**src/rtl/ram_master.sv**
```systemverilog
// ram_master: single/burst bus initiator for the 64x8 scratch RAM.
// Write beats stream straight into the RAM; read beats land in a one-entry
// output register with backpressure.
// Optional build macro RAM_MASTER_BOUND_CHECK_EN: bursts that would run past
// the top address are rejected with a one-cycle err pulse instead of wrapping.
module ram_master #(
    parameter int unsigned AW = 6,
    parameter int unsigned DW = 8
) (
    input  logic          clk,
    input  logic          rst,
    // request channel
    input  logic          req_valid,
    output logic          req_ready,
    input  logic          req_write,
    input  logic [AW-1:0] req_addr,
    input  logic [AW-1:0] req_len,
    // write data channel
    input  logic [DW-1:0] wr_data,
    input  logic          wr_valid,
    output logic          wr_ready,
    // read data channel
    output logic [DW-1:0] rd_data,
    output logic          rd_valid,
    input  logic          rd_ready,
    // status
    output logic          done,
    output logic          err,
    // RAM pins
    output logic [AW-1:0] mem_a,
    output logic [DW-1:0] mem_d,
    output logic          mem_we,
    output logic          mem_re,
    input  logic [DW-1:0] mem_q
);

    typedef enum logic [1:0] {StIdle, StWr, StRd, StDrain} state_e;

    localparam logic [AW-1:0] One = AW'(1);

    state_e        state_q, state_d;
    logic [AW-1:0] cur_addr_q, cur_addr_d;
    logic [AW-1:0] remain_q, remain_d;
    logic [DW-1:0] rd_data_q, rd_data_d;
    logic          rd_valid_q, rd_valid_d;
    logic          done_q, done_d;

`ifdef RAM_MASTER_BOUND_CHECK_EN
    logic          err_q, err_d;
    logic [AW:0]   end_addr;
    logic          req_oob;

    // One extra bit catches a burst whose last beat lies past the top address.
    assign end_addr = {1'b0, req_addr} + {1'b0, req_len};
    assign req_oob  = end_addr[AW];
    assign err      = err_q;
`else
    assign err      = 1'b0;
`endif

    assign rd_data  = rd_data_q;
    assign rd_valid = rd_valid_q;
    assign done     = done_q;

    // Next-state, datapath updates and combinational RAM/handshake strobes.
    always_comb begin
        state_d    = state_q;
        cur_addr_d = cur_addr_q;
        remain_d   = remain_q;
        rd_data_d  = rd_data_q;
        rd_valid_d = rd_valid_q;
        done_d     = 1'b0;
`ifdef RAM_MASTER_BOUND_CHECK_EN
        err_d      = 1'b0;
`endif
        req_ready  = 1'b0;
        wr_ready   = 1'b0;
        mem_we     = 1'b0;
        mem_re     = 1'b0;
        mem_a      = '0;
        mem_d      = '0;

        // Consumer drains the output register; a new capture below overrides.
        if (rd_ready) begin
            rd_valid_d = 1'b0;
        end

        if (!rst) begin
            unique case (state_q)
                StIdle: begin
                    req_ready = 1'b1;
                    if (req_valid) begin
                        cur_addr_d = req_addr;
                        remain_d   = req_len;
`ifdef RAM_MASTER_BOUND_CHECK_EN
                        if (req_oob) begin
                            err_d   = 1'b1;
                            state_d = StIdle;
                        end else begin
                            state_d = req_write ? StWr : StRd;
                        end
`else
                        state_d = req_write ? StWr : StRd;
`endif
                    end
                end

                StWr: begin
                    wr_ready = 1'b1;
                    if (wr_valid) begin
                        mem_we = 1'b1;
                        mem_a  = cur_addr_q;
                        mem_d  = wr_data;
                        if (remain_q == '0) begin
                            state_d = StIdle;
                            done_d  = 1'b1;
                        end else begin
                            remain_d   = remain_q - One;
                            cur_addr_d = cur_addr_q + One;
                        end
                    end
                end

                StRd: begin
                    // Issue only when the output register is empty or emptying.
                    if (!rd_valid_q || rd_ready) begin
                        mem_re     = 1'b1;
                        mem_a      = cur_addr_q;
                        rd_data_d  = mem_q;
                        rd_valid_d = 1'b1;
                        if (remain_q == '0) begin
                            state_d = StDrain;
                        end else begin
                            remain_d   = remain_q - One;
                            cur_addr_d = cur_addr_q + One;
                        end
                    end
                end

                StDrain: begin
                    if (rd_valid_q && rd_ready) begin
                        state_d = StIdle;
                        done_d  = 1'b1;
                    end
                end

                default: state_d = StIdle;
            endcase
        end
    end

    // State and datapath registers with synchronous reset.
    always_ff @(posedge clk) begin
        if (rst) begin
            state_q    <= StIdle;
            cur_addr_q <= '0;
            remain_q   <= '0;
            rd_data_q  <= '0;
            rd_valid_q <= 1'b0;
            done_q     <= 1'b0;
`ifdef RAM_MASTER_BOUND_CHECK_EN
            err_q      <= 1'b0;
`endif
        end else begin
            state_q    <= state_d;
            cur_addr_q <= cur_addr_d;
            remain_q   <= remain_d;
            rd_data_q  <= rd_data_d;
            rd_valid_q <= rd_valid_d;
            done_q     <= done_d;
`ifdef RAM_MASTER_BOUND_CHECK_EN
            err_q      <= err_d;
`endif
        end
    end

endmodule

```
**config.mk**
```make
export PLATFORM = sky130hd
export DESIGN_NAME = ram_master
export DESIGN_NICKNAME = d
export VERILOG_FILES = /design/src/rtl/ram_master.sv
export SDC_FILE = /design/constraint.sdc
export NUM_CORES = 1
export LEC_CHECK = 0
export CAP_MARGIN = 0
export CORE_UTILIZATION = 30
export CTS_BUF_LIST = sky130_fd_sc_hd__clkbuf_8
export CTS_CLUSTER_DIAMETER = 40
export DETAILED_ROUTE_END_ITERATION = 6
export MAX_ROUTING_LAYER = met4
export PLACE_DENSITY = 0.59
export SYNTH_ARGS = -nofsm -noshare
export SYNTH_HDL_FRONTEND = slang
export SYNTH_SLANG_ARGS = --single-unit
```
**constraint.sdc**
```tcl
create_clock -name clk -period 4.65 [get_ports clk]
set_input_delay 0.93 -clock clk [delete_from_list [all_inputs] [get_ports clk]]
set_output_delay 0.93 -clock clk [all_outputs]
set_load 0.03 [all_outputs]
```
==> summary.md <==
| Metric | Value |
|---|---|
| Final max-slew violation count | `0` |
| Top_reg_cell synth | `dfxtp_1` |
| Die H | `74.41 um` |
| Hold Vio Cnt, Final | `0` |
| Total grt overflow | `0` |
| Place WS | `554.1 ps` |
| Synth cell types | `44` |
| Share of layout cells above drive strength 1 | `6.911%` |
| RSZ-0062 raised after global routing | `false` |
| Post-synthesis async set-or-reset flop share | `0%` |
| Peak supply drop | `0.2992 mV` |
| Skew final | `7.947 ps` |
| Die area | `5536 um^2` |
| Placed inst area | `2238 um^2` |
| Routability Congestion | `0.7540` |
| Overall power | `1.326 mW` |
| Detailed Route WL | `4117 um` |
| Most frequent cells in the layout | `clkdlybuf4s50_1 (61), dfxtp_1 (24), nand2_1 (19)` |
| Vias in the first global route | `1,391` |
| Routed vias/inst | `4.939` |
| Final setup viols | `0` |
| FP Rows | `25` |
| CTS root buffer | `clkbuf_8` |
| Hold/Removal Path Class | `reg -> reg` |
| Initial DRC Count | `79` |
| Synthesized net count | `233` |
| CTS tree | `done` |
| Total CTS buffers | `3` |
| Kind of critical path | `in -> out` |
| Filler Cell Count | `515` |
| Post-route cell area | `2280 um^2` |
| Most common cell after layout, fill and taps aside | `clkdlybuf4s50_1` |
| Fmax | `248.7 MHz` |
| P&R area growth vs syn | `44.95%` |
| CTS H-tree depth | `1` |
| IO Port Bufs | `61` |
| Die X | `74.41 um` |
| Hold depth | `2` |
| Met3 routed WL | `225 um` |
| M1 WL | `1933 um` |
| # DRC | `0` |
| FF/Latch Area | `480.5 um^2` |
| Outcome | `complete, no violations` |
| Max FO, Critical Path | `10` |
| Tightest Pin Transition | `557.7 ps` |
| Leak | `0.8365 nW` |
| Startpoint Class | `primary input` |
| EDFF count, synth | `0` |
| Mean Syn Cell Area | `8.278 um^2` |
| ANT cells | `0` |
| Reg2Reg Depth | `6` |
| WP data arrival | `3090 ps` |
| Footprint of the multi-input gates | `1015 um^2` |
| Req. time, crit path | `3720 ps` |
| #FFs+latches synth | `24` |
| Reg clk slew, reported paths | `80 ps` |
| Yosys warning total | `0` |
| Post-CTS setup buffer count | `0` |
| Gr usage total | `15.74%` |
| DP HPWL | `3110 um` |
| Vias | `1,546` |
| Crit. End Element | `primary output` |
| Setup TNS | `0 ps` |
| PwrDens | `581.6 nW/um^2` |
| Worst rel slew slack | `62.54%` |
| Ports | `63` |
| WL/cell | `13.15 um` |
| Register area share after synthesis | `30.55%` |
| Layout net count | `291` |
| Largest net degree at the start of global routing | `29` |
| Max-cap violations | `0` |
| Final WS setup | `628.8 ps` |
| Global-route wire length before repair | `6520 um` |
| Synthesized cell area | `1573 um^2` |
| Antenna-violating nets left | `0` |
| Resize count post-CTS | `0` |
| Period minus WS final | `4021 ps` |
| Clk buf depth | `2` |
| Num Clock Sinks | `24` |
| Initial Util | `32.23%` |
| Pre-antenna DRT Iters | `4` |
| Core area | `4880 um^2` |
| Synth Instances | `190` |
| Top sig layer | `met4` |
| Met2 WL | `1923 um` |
| Final Cycle Share | `86.48%` |
| Worst skew pair latency | `260 ps` |
| Initial antenna violation count | `0` |
| CTS Hold Bufs | `0` |
worst max-delay path, stage by stage:
cell and delay (ps):
clkdlybuf4s50_1 500, nand2b_1 130, nand2_1 220, a211oi_2 460, and2_1 190, clkdlybuf4s50_1 660
layout make-up:
| cell class | count | area share [%] |
|---|---|---|
| inverters | 7 | 1.153 |
| clock buffers | 3 | 1.811 |
| well taps | 67 | 3.677 |
| multi-input cells | 148 | 44.51 |
| repair buffers | 64 | 27.77 |
| flip-flops and latches | 24 | 21.08 |
final timing paths:
path | slack, ps | to | start
max reg2reg | 2230 | remain_q[1] | state_q[0]
min reg2reg | 460 | rd_data[5] | rd_data[5]
max | 630 | mem_a[5] | rd_ready
min | 460 | rd_data[5] | rd_data[5]
cell families after synthesis:
group                    Yosys count  share of synthesized area, %
flip-flops                        24                         30.55
AND/OR/NAND/NOR                   86                         31.19
AO/OA/AOI/OAI                     48                         23.23
other                              1                        0.2384
adder cells (fa/ha/maj)            9                         7.160
buffers and inverters             18                         4.933
multiplexers                       4                         2.705
cell usage after synthesis (2+ instances only):
library cell	instances	area share [%]
buf_4	2	0.95
a21oi_1	18	5.7
a31oi_1	4	1.6
buf_2	2	0.64
ha_1	9	7.2
o32ai_1	2	1.1
nand2b_1	2	0.80
inv_1	7	1.7
o31ai_1	3	1.4
mux2i_1	2	1.3
dfxtp_1	24	31
buf_1	2	0.48
nand2_1	19	4.5
a2111oi_4	2	3.5
nand3_1	17	5.4
a211oi_1	3	1.4
nor2_1	10	2.4
a22oi_1	2	0.95
clkbuf_1	5	1.2
o211ai_1	5	2.4
and2_1	14	5.6
nor2b_1	7	2.8
nand4_1	2	0.80
nor2b_4	2	1.8
a32o_1	2	1.3
and3_1	3	1.2
nor3_1	3	0.95
metrics by stage:
step | utilization [%] | std cells | hold slack (ps)
global route | 46.72 | 313 | 485.0
finish | 46.72 | 313 | 458.0
CTS | 46.72 | 313 | 459.8
detailed placement | 45.87 | 310 | 448.5
global placement | 45.87 | 310 | 443.1
floorplan | - | 190 | 446.5
layer usage:
metal	GRT usage [%]	vias up
met5	-	-
met4	5.660	0
met3	2.304	2
met2	24.72	37
met1	20.48	713
li1	-	794
sequential cells by signal (all words and copies together) (netlist names):
signal      cells
cur_addr_q      6
remain_q        6
rd_valid        1
rd_data         8
done            1
state_q         2
where the power goes:
group	internal [mW]	total, mW	switching (mW)
clock	0.0579	0.123	0.0647
sequential	0.278	0.348	0.0698
combinational	0.364	0.855	0.491
total	0.700	1.33	0.626
Power figures use the tool's default switching activity.
